### config.mk
export PLATFORM = sky130hd
export DESIGN_NAME = i2c_uart_responder
export DESIGN_NICKNAME = d
export VERILOG_FILES = /design/src/rtl/resp_pkg.sv /design/src/rtl/resp_fifo.sv /design/src/rtl/i2c_uart_responder.sv
export SDC_FILE = /design/constraint.sdc
export NUM_CORES = 1
export LEC_CHECK = 0
export BUFFER_PORTS_ARGS = -buffer_cell sky130_fd_sc_hd__clkbuf_2
export CAP_MARGIN = 20
export CORE_UTILIZATION = 53
export DETAILED_ROUTE_END_ITERATION = 10
export PLACE_DENSITY = 0.74
export SLEW_MARGIN = 20
export SYNTH_ARGS = -nofsm -noshare
export SYNTH_HDL_FRONTEND = slang
export SYNTH_SLANG_ARGS = --single-unit
### constraint.sdc
create_clock -name clk -period 2 [get_ports clk]
set_clock_uncertainty 0.05 [all_clocks]
set_input_delay 0.3 -clock clk [delete_from_list [all_inputs] [get_ports clk]]
set_output_delay 0.3 -clock clk [all_outputs]
set_load 0.03 [all_outputs]
### src/rtl/resp_pkg.sv
// Shared types and constants for the I2C result to UART framing path.
package resp_pkg;

   // Frame sequencer states: wait for a result, then header, data high, data low.
   typedef enum logic [1:0] {
      IDLE = 2'd0,
      HDR  = 2'd1,
      DHI  = 2'd2,
      DLO  = 2'd3
   } state_e;

   // One completed I2C transaction as stored in the response FIFO.
   typedef struct packed {
      logic [1:0]  tag;
      logic [2:0]  mode;
      logic [15:0] data;
   } resp_t;

   localparam logic [1:0] TAG_QUEUED  = 2'b01;
   localparam logic [1:0] TAG_DEFAULT = 2'b11;
   localparam int         FRAME_BYTES = 3;
   localparam int         RESP_W      = $bits(resp_t);

   // Byte idx of the UART frame for a result: 0 header, 1 data high, 2 data low.
   function automatic logic [7:0] frame_byte(input logic [2:0] sync,
                                             input resp_t      r,
                                             input logic [1:0] idx);
      logic [7:0] b;
      case (idx)
         2'd0:    b = {sync, r.tag, r.mode};
         2'd1:    b = r.data[15:8];
         default: b = r.data[7:0];
      endcase
      return b;
   endfunction

endpackage

### src/rtl/resp_fifo.sv
// Synchronous-reset FIFO holding completed I2C results until they are framed.
// A push into a full FIFO is accepted only when a pop happens on the same edge.
module resp_fifo #(
   parameter  int WIDTH = 21,
   parameter  int DEPTH = 4,
   localparam int AW    = $clog2(DEPTH),
   localparam int CW    = AW + 1
) (
   input  logic             clk,
   input  logic             reset,
   input  logic             wr_en,
   input  logic [WIDTH-1:0] wr_data,
   input  logic             rd_en,
   output logic [WIDTH-1:0] rd_data,
   output logic             full,
   output logic             empty,
   output logic [CW-1:0]    count
);

   localparam logic [CW-1:0] DEPTH_C = CW'(DEPTH);

   logic [WIDTH-1:0] mem [DEPTH];
   logic [AW-1:0]    wr_ptr_q, wr_ptr_d;
   logic [AW-1:0]    rd_ptr_q, rd_ptr_d;
   logic [CW-1:0]    count_q, count_d;
   logic             wr_accept;
   logic             rd_accept;

   assign full      = (count_q == DEPTH_C);
   assign empty     = (count_q == '0);
   assign count     = count_q;
   assign rd_accept = rd_en && !empty;
   assign wr_accept = wr_en && (!full || rd_accept);
   // Head entry is read combinationally; the consumer registers it on pop.
   assign rd_data   = mem[rd_ptr_q];

   // Pointer and occupancy next-state; pointers wrap naturally at DEPTH.
   always_comb begin
      wr_ptr_d = wr_ptr_q;
      rd_ptr_d = rd_ptr_q;
      count_d  = count_q;
      if (wr_accept) wr_ptr_d = wr_ptr_q + AW'(1);
      if (rd_accept) rd_ptr_d = rd_ptr_q + AW'(1);
      case ({wr_accept, rd_accept})
         2'b10:   count_d = count_q + CW'(1);
         2'b01:   count_d = count_q - CW'(1);
         default: count_d = count_q;
      endcase
   end

   // Storage array, written without reset so it can map onto RAM.
   always_ff @(posedge clk) begin
      if (wr_accept) mem[wr_ptr_q] <= wr_data;
   end

   // Pointer and count registers.
   always_ff @(posedge clk) begin
      if (reset) begin
         wr_ptr_q <= '0;
         rd_ptr_q <= '0;
         count_q  <= '0;
      end else begin
         wr_ptr_q <= wr_ptr_d;
         rd_ptr_q <= rd_ptr_d;
         count_q  <= count_d;
      end
   end

endmodule

### src/rtl/i2c_uart_responder.sv
// Queues I2C transaction results and streams each one to a UART transmitter
// as a three-byte frame: {SYNC, tag, mode}, data[15:8], data[7:0].
module i2c_uart_responder
   import resp_pkg::*;
#(
   parameter int         DEPTH = 4,
   parameter logic [2:0] SYNC  = 3'b101
) (
   input  logic        clk,
   input  logic        reset,
   input  logic        i2c_done,
   input  logic [15:0] i2c_rd_data,
   input  logic [1:0]  i2c_tag,
   input  logic [2:0]  i2c_mode,
   input  logic        tx_ready,
   output logic        tx_valid,
   output logic [7:0]  tx_data,
   output logic        resp_full,
   output logic        resp_overflow
);

   localparam int CW = $clog2(DEPTH) + 1;
   localparam logic [CW-1:0] DEPTH_C = CW'(DEPTH);

   logic [RESP_W-1:0] fifo_wr_data;
   logic [RESP_W-1:0] fifo_rd_data;
   logic              fifo_rd_en;
   logic              fifo_full;
   logic              fifo_empty;
   logic [CW-1:0]     fifo_count;

   state_e     state_q, state_d;
   resp_t      frame_q, frame_d;
   logic       tx_valid_q, tx_valid_d;
   logic [7:0] tx_data_q, tx_data_d;
   logic       overflow_q, overflow_d;

   assign fifo_wr_data = {i2c_tag, i2c_mode, i2c_rd_data};

   resp_fifo #(
      .WIDTH (RESP_W),
      .DEPTH (DEPTH)
   ) u_fifo (
      .clk     (clk),
      .reset   (reset),
      .wr_en   (i2c_done),
      .wr_data (fifo_wr_data),
      .rd_en   (fifo_rd_en),
      .rd_data (fifo_rd_data),
      .full    (fifo_full),
      .empty   (fifo_empty),
      .count   (fifo_count)
   );

   // Full flag comes straight from the registered occupancy count.
   assign resp_full     = (fifo_count == DEPTH_C);
   assign tx_valid      = tx_valid_q;
   assign tx_data       = tx_data_q;
   assign resp_overflow = overflow_q;

   // Frame sequencing: the outgoing byte is computed one step ahead so that
   // tx_valid/tx_data come directly from flops and hold steady under stall.
   always_comb begin
      fifo_rd_en = 1'b0;
      state_d    = state_q;
      frame_d    = frame_q;
      tx_valid_d = tx_valid_q;
      tx_data_d  = tx_data_q;
      case (state_q)
         IDLE: begin
            if (!fifo_empty) begin
               fifo_rd_en = 1'b1;
               frame_d    = resp_t'(fifo_rd_data);
               state_d    = HDR;
               tx_valid_d = 1'b1;
               tx_data_d  = frame_byte(SYNC, resp_t'(fifo_rd_data), 2'd0);
            end
         end
         HDR: begin
            if (tx_ready) begin
               state_d   = DHI;
               tx_data_d = frame_byte(SYNC, frame_q, 2'd1);
            end
         end
         DHI: begin
            if (tx_ready) begin
               state_d   = DLO;
               tx_data_d = frame_byte(SYNC, frame_q, 2'd2);
            end
         end
         DLO: begin
            if (tx_ready) begin
               state_d    = IDLE;
               tx_valid_d = 1'b0;
               tx_data_d  = 8'h00;
            end
         end
         default: begin
            state_d    = IDLE;
            tx_valid_d = 1'b0;
            tx_data_d  = 8'h00;
         end
      endcase
      // A result is lost only when full and nothing leaves on the same edge.
      overflow_d = overflow_q | (i2c_done & fifo_full & ~fifo_rd_en);
   end

   // FSM state, frame register, registered UART outputs and sticky overflow.
   always_ff @(posedge clk) begin
      if (reset) begin
         state_q    <= IDLE;
         frame_q    <= '0;
         tx_valid_q <= 1'b0;
         tx_data_q  <= 8'h00;
         overflow_q <= 1'b0;
      end else begin
         state_q    <= state_d;
         frame_q    <= frame_d;
         tx_valid_q <= tx_valid_d;
         tx_data_q  <= tx_data_d;
         overflow_q <= overflow_d;
      end
   end

endmodule

==> impl_metrics.py, run 1 <==
metrics = {
    "sta": {
        "setup_violations": 0,
        "drv_slew": 0,
        "max_freq_mhz": 519,
        "hold_viol": 0,
        "finalCriticalPeriod_ps": 1930,
        "min_period_over_period_pct": 96.4,
        "rsz0062_at_grt": "false",
        "tightestPinTransition_ps": 520,
        "relSlewSlack_pct": 65.3,
        "fin_setup_tns_ps": 0,
    },
    "clock_tree": {
        "cts_htree_levels": 4,
        "clock-sinks": 121,
        "clkLatencyLatePin_ps": 510,
        "numCtsBuffers": 17,
        "clockRootBuffer": "clkbuf_8",
        "cts_buffer_depth": 2,
        "cts_tree": "yes",
        "path_clk_slew_ps": 60,
    },
    "layout": {
        "syn_to_final_growth_pct": 28.0,
        "layout_commonest_cell": "edfxtp_1",
        "final_area_sq_mm": 0.00606,
        "layout.nets": 420,
        "antenna_cells": 0,
        "layout-drive-gt1-share_pct": 29.1,
        "final_cell_mix": "edfxtp_1, nand2_1, dfxtp_1, clkbuf_2, a21oi_1",
    },
    "setup_path": {
        "cp_cell_sequence": "inv_4 > ha_4 > o31ai_4 > nor2_2 > inv_1 > fa_2 > nor3b_1 > a21oi_2 > mux2_1",
        "required_ps": 2340,
        "critical_path.max_stage_delay_ps": 340,
        "cp_num_buf_inv": 2,
        "crit_family": "adder cells",
        "path_class": "flop to flop",
        "worstSetupStartpoint": "state_q[0]$_SDFFE_PP0P_",
        "critical_path_arrival_ps": 2270,
        "cp_max_fo": 4,
        "cp_slowest_cell": "dfxtp_2",
        "end_kind": "flop",
        "r2r_start": "state_q[0]$_SDFFE_PP0P_",
        "cp-start-kind": "flop",
    },
    "floorplan": {
        "rows": 34,
        "die_area_sq_mm": 0.00931,
        "dieHeight_um": 96.5,
        "pin_count": 36,
        "core_area_sq_mm": 0.00868,
        "initial_utilization_pct": 54.5,
        "chipWidth_um": 96.5,
    },
    "power_and_ir_drop": {
        "swShare_pct": 28.4,
        "p_seq_share_pct": 37.4,
        "power.leakage_nw": 2.18,
        "switching_power_mw": 2.53,
        "power.density_mw_per_mm2": 1470,
        "combPwrFrac_pct": 25.4,
        "p_int_mw": 6.39,
        "clkPwrFrac_pct": 37.2,
        "vdd.ir_drop.worst_mv": 0.741,
    },
    "synth": {
        "synth_area_sq_mm": 0.00473,
        "post-synth-top-area-cell": "edfxtp_1",
        "syn_inst": 307,
        "synth-main-ff-cell": "edfxtp_1",
        "synth_edf_count": 84,
        "ys_ff_latch": 121,
        "avgSynthCellArea_sq_um": 15.4,
        "synth.distinct_cells": 40,
        "synthTopCellsByArea": "edfxtp_1, dfxtp_1, mux4_2",
        "ys_warn_count": 0,
        "synth-async-reset-ratio_pct": 0,
        "synthesis.nets": 342,
        "synth_top_cell_area_share_pct": 53.3,
        "synth.yosys.seq_area_share_pct": 69.0,
    },
    "global_route": {
        "use_met1_pct": 27.0,
        "grt-ovfl-total": 0,
        "antenna_found_initial": 0,
        "use_met3_pct": 4.69,
        "grtUsageMet2_pct": 37.6,
        "grt_pass1_wl_um": 14200,
        "grt-busiest-layer": "met2",
        "grtUsageTotal_pct": 21.9,
        "grt_max_degree": 22,
        "grt_pass1_vias": 2790,
    },
    "drt": {
        "dr.pass1.iters": 6,
        "wl_um": 9180,
        "viasPerCell": 5.54,
        "routed-via-count": 2802,
        "first_iter_violations": 190,
        "drtAntennaViolNets": 0,
        "drc": 0,
        "wire_per_inst_um": 18.1,
    },
    "hold_path": {
        "min_from": "i2c_done",
        "hp-class": "primary input to flop",
    },
    "run_status": {
        "status": "finished, final reports clean",
    },
    "placement": {
        "gp_congestion": 0.746,
        "placed_area_sq_mm": 0.00516,
        "hpwl_um": 5450,
        "port_buffers": 35,
    },
    "job": {
        "drv_cap": 0,
    },
}
## state kept, by name (all words and copies together) (netlist names), named ones only
register / cells
frame_q: 16
tx_data: 8
u_fifo.mem: 84
u_fifo.rd_ptr_q: 2
state_q: 2
tx_valid: 1
resp_overflow: 1
u_fifo.count: 3
u_fifo.wr_ptr_q: 2
## area by class of cell
type,instances,area [sq um]
Clock buffer,19,422
Clock inverter,13,224
Fill cell,574,2620
Inverter,9,36.3
Multi-Input combinational cell,161,1370
Sequential cell,121,3260
Tap cell,108,135
Timing Repair Buffer,75,603
## cell usage after synthesis (all sizes together), types with 2 or more instances
library cell and n:
ha 9, nor2b 2, a22oi 2, and2 4, or3 2, mux2i 2
clkbuf 7, o21ai 2, nor2 12, a221oi 2, a21oi 26, nand2 42
mux4 21, edfxtp 84, buf 9, nor3b 2, a211oi 3, a221o 5
nor3 3, dfxtp 37, xnor2 2, nand2b 5, inv 9, nand3 5
## cell families (layout without fill, tap and decap cells)
kind of cell	count (synthesis)	after routing	synth area share, %
xor gates and xnor gates	3	3	0.556
muxes	24	24	10.7
adders and majority gates	10	10	2.80
DFF	121	121	69.0
AOI/OAI and AO/OA	45	45	6.74
and+or+nand+nor	79	79	7.88
buffers and inverters	25	116	2.38
## timing repair
item | in CTS | in global routing
endpoints found under the hold margin | 84 | 0
endpoints found under the setup margin | 1 | 85
hold buffers | 21 | 0
pin swaps | 1 | 2
buffers inserted | 1 | 3
gates resized for setup | 0 | 3
## power groups by stage
stage / clock [mW] / sequential (mW) / combinational (mW)
CTS: 3.36 / 3.34 / 2.23
global placement: 0 / 3.35 / 2.12
floorplan: 0 / 3.43 / 1.44
global route: 3.46 / 3.38 / 2.47
finish: 3.32 / 3.34 / 2.27
detailed placement: 0 / 3.38 / 2.15
## through the flow
step / hold WS, ps / instances / util (%) / setup WS, ps / total power [mW]
after floorplan: 349 / 307 / - / -52.0 / 4.88
after global placement: 395 / 449 / 59.5 / 67.9 / 5.48
after detailed placement: 399 / 449 / 59.5 / -4.47 / 5.54
after CTS: 47.6 / 503 / 69.5 / 17.4 / 8.92
after global routing: 82.7 / 506 / 69.8 / 4.92 / 9.31
final: 51.5 / 506 / 69.8 / 71.5 / 8.92
## per-layer routing
metal | share of wire (%) | vias up
li1 | - | 1311
met1 | 42 | 1391
met2 | 52 | 84
met3 | 3.9 | 16
met4 | 1.3 | 0
met5 | 0 | -
## worst paths after layout
| path | endpoint | slack [ps] | cells after the start |
|---|---|---|---|
| hold reg to reg | tx_data[2]$_SDFFE_PP0P_ | 400 | 2 |
| hold / removal | resp_overflow$_SDFF_PP0_ | 50 | 3 |
| setup reg to reg | u_fifo.count[2]$_SDFFE_PP0P_ | 70 | 9 |
| setup / recovery | u_fifo.count[2]$_SDFFE_PP0P_ | 70 | 9 |
## worst register-to-register path, stage by stage (launching register included)
cell and delay, ps:
dfxtp_2 340, inv_4 80, ha_4 170, o31ai_4 80, nor2_2 110, inv_1 60, fa_2 340, nor3b_1 150
a21oi_2 120, mux2_1 320
Note: power is estimated with default switching activity, not from simulation.
==> run 2: changes to the inputs <==
--- a/config.mk
+++ b/config.mk
@@ -7,9 +7,10 @@
 export LEC_CHECK = 0
 export BUFFER_PORTS_ARGS = -buffer_cell sky130_fd_sc_hd__clkbuf_2
 export CAP_MARGIN = 20
-export CORE_UTILIZATION = 53
+export CORE_UTILIZATION = 56
+export CTS_BUF_LIST = sky130_fd_sc_hd__clkbuf_8
 export DETAILED_ROUTE_END_ITERATION = 10
-export PLACE_DENSITY = 0.74
+export PLACE_DENSITY = 0.78
 export SLEW_MARGIN = 20
 export SYNTH_ARGS = -nofsm -noshare
 export SYNTH_HDL_FRONTEND = slang
==> run 2 against run 1 <==
Cell area is 7.6% lower. Core utilization is 1.3 points lower. Sequential share of layout area is 4.4 points higher. Total power is 14% lower. Global-route usage is 0.46 points lower. Count of clock-buffer cells in the layout is 2 lower. Hold slack better by 3.6 ps. Routed wire length is 7.7% lower. Critical path type unchanged. Largest cell class unchanged. Highest routed layer unchanged.
==> impl_metrics.py, run 2 (synthesis gave the netlist of run 1 again) <==
metrics = {
    "drt": {
        "routed-via-count": 2709,
        "wire_per_inst_um": 17.6,
        "drtAntennaViolNets": 0,
        "viasPerCell": 5.62,
        "first_iter_violations": 166,
        "drc": 0,
        "wl_um": 8470,
        "dr.pass1.iters": 5,
    },
    "power_and_ir_drop": {
        "power.density_mw_per_mm2": 1370,
        "p_int_mw": 5.31,
        "switching_power_mw": 2.37,
        "combPwrFrac_pct": 29.0,
        "vdd.ir_drop.worst_mv": 0.671,
        "power.leakage_nw": 1.99,
        "p_seq_share_pct": 43.2,
        "swShare_pct": 30.9,
        "clkPwrFrac_pct": 27.8,
    },
    "global_route": {
        "grt_max_degree": 28,
        "grtUsageTotal_pct": 21.4,
        "grt-ovfl-total": 0,
        "grt_pass1_vias": 2747,
        "grt_pass1_wl_um": 13500,
        "antenna_found_initial": 0,
    },
    "sta": {
        "drv_slew": 0,
        "max_freq_mhz": 515,
        "relSlewSlack_pct": 63.0,
        "setup_violations": 0,
        "setup_slack_ps": 59.7,
        "tightestPinTransition_ps": 555,
        "hold_viol": 0,
        "min_period_over_period_pct": 97.0,
        "finalCriticalPeriod_ps": 1940,
    },
    "clock_tree": {
        "cts_htree_levels": 4,
        "path_clk_slew_ps": 70,
        "cts_tree": "yes",
        "cts_hold_buf": 0,
        "numCtsBuffers": 17,
        "clkLatencyLatePin_ps": 410,
        "clock-sinks": 121,
        "clockRootBuffer": "clkbuf_8",
        "cts_buffer_depth": 2,
    },
    "setup_path": {
        "end_kind": "flop",
        "cp_num_buf_inv": 2,
        "cp-start-kind": "flop",
        "cp_cell_sequence": "inv_4 > ha_4 > o31ai_4 > nor2_2 > inv_1 > fa_2 > nor3b_1 > a21oi_2 > mux2_4",
        "critical_path.max_stage_delay_ps": 350,
        "crit_family": "adder cells",
        "required_ps": 2250,
        "path_class": "flop to flop",
        "critical_path_arrival_ps": 2190,
        "cp_max_fo": 6,
        "cp_slowest_cell": "dfxtp_2",
    },
    "placement": {
        "gp_congestion": 0.704,
        "placed_area_sq_mm": 0.00516,
        "dp_slack_ps": 3.94,
        "hpwl_um": 5310,
        "place_inst": 446,
        "port_buffers": 35,
    },
    "layout": {
        "regMostFlops": "u_fifo.mem",
        "layout_commonest_cell": "edfxtp_1",
        "final_area_sq_mm": 0.00560,
        "largest_register_ff_count": 84,
        "final_cell_mix": "edfxtp_1, nand2_1, dfxtp_1, clkbuf_2, a21oi_1",
        "antenna_cells": 0,
        "instances_no_fill": 482,
        "syn_to_final_growth_pct": 18.3,
        "layout.nets": 399,
        "num-fill-cells": 564,
        "layout-drive-gt1-share_pct": 31.3,
    },
    "floorplan": {
        "dieHeight_um": 93.9,
        "rows": 33,
        "pin_count": 36,
        "initial_utilization_pct": 57.9,
        "chipWidth_um": 93.9,
        "die_area_sq_mm": 0.00882,
        "core_area_sq_mm": 0.00818,
    },
    "hold_path": {
        "hp-class": "primary input to flop",
    },
    "run_status": {
        "status": "finished, final reports clean",
    },
    "job": {
        "drv_cap": 0,
    },
}
## run 2: changes by cell type in the layout (fill, tap and decap cells not counted), sizes merged
cell,previous run,this run
bufinv,6,3
clkbuf,54,52
clkinv,4,5
clkinvlp,2,4
dlygate4sd3,21,0
inv,10,12
## run 2: final cells by class
cell class	count	area (sq um)	share of cell area [%]
Sequential cell	121	3260	58.3
Clock inverter	15	163	2.91
Timing Repair Buffer	54	393	7.02
Multi-Input combinational cell	161	1380	24.6
Clock buffer	17	234	4.18
Inverter	9	36.3	0.648
Tap cell	105	131	2.35
## run 2: power groups by stage
stage	Sequential, mW	Combinational (mW)	Clock (mW)
after global routing	3.36	2.45	2.28
after floorplan	3.43	1.44	0
final	3.32	2.23	2.13
after CTS	3.32	2.20	2.16
after detailed placement	3.37	2.18	0
after global placement	3.34	2.13	0
## run 2: worst reg2reg max path, cell delays in order (launching register included)
cell and delay [ps]:
dfxtp_2 350, inv_4 80, ha_4 180, o31ai_4 90, nor2_2 110, inv_1 60, fa_2 340, nor3b_1 150
a21oi_2 120, mux2_4 310
## run 2: routing by layer
metal,vias to the layer above,wire (um),GRT usage (%)
li1,1277,-,-
met1,1349,3400,25.7
met2,75,4540,36.6
met3,8,416,6.15
met4,0,106,8.21
met5,-,0,0
## run 2: worst paths after layout
path / startpoint / endpoint / slack [ps] / cells after the start
worst min register to register: tx_data[0]$_SDFFE_PP0P_ / tx_data[0]$_SDFFE_PP0P_ / 410 / 2
worst max register to register: state_q[0]$_SDFFE_PP0P_ / u_fifo.count[2]$_SDFFE_PP0P_ / 60 / 9
worst min-delay path: i2c_rd_data[2] / u_fifo.mem[1][2]$_DFFE_PP_ / 60 / 1
worst max-delay path: state_q[0]$_SDFFE_PP0P_ / u_fifo.count[2]$_SDFFE_PP0P_ / 60 / 9
## run 2: timing repair
item,CTS,global route
setup buffers,0,4
setup endpoints to repair,1,85
pin swaps,1,2
endpoints found under the hold margin,0,0
resized for setup,0,4
gates cloned,0,0
## run 2: metrics by stage
stage          hold WS, ps  util (%)  power, mW  setup TNS [ps]
3_5_place_dp           400      63.1       5.55               0
5_1_grt               35.3      68.5       8.09           -9.36
4_1_cts               42.1      68.0       7.67               0
2_1_floorplan          349         -       4.88           -52.0
3_3_place_gp           392      63.1       5.47               0
6_report              55.1      68.5       7.68               0
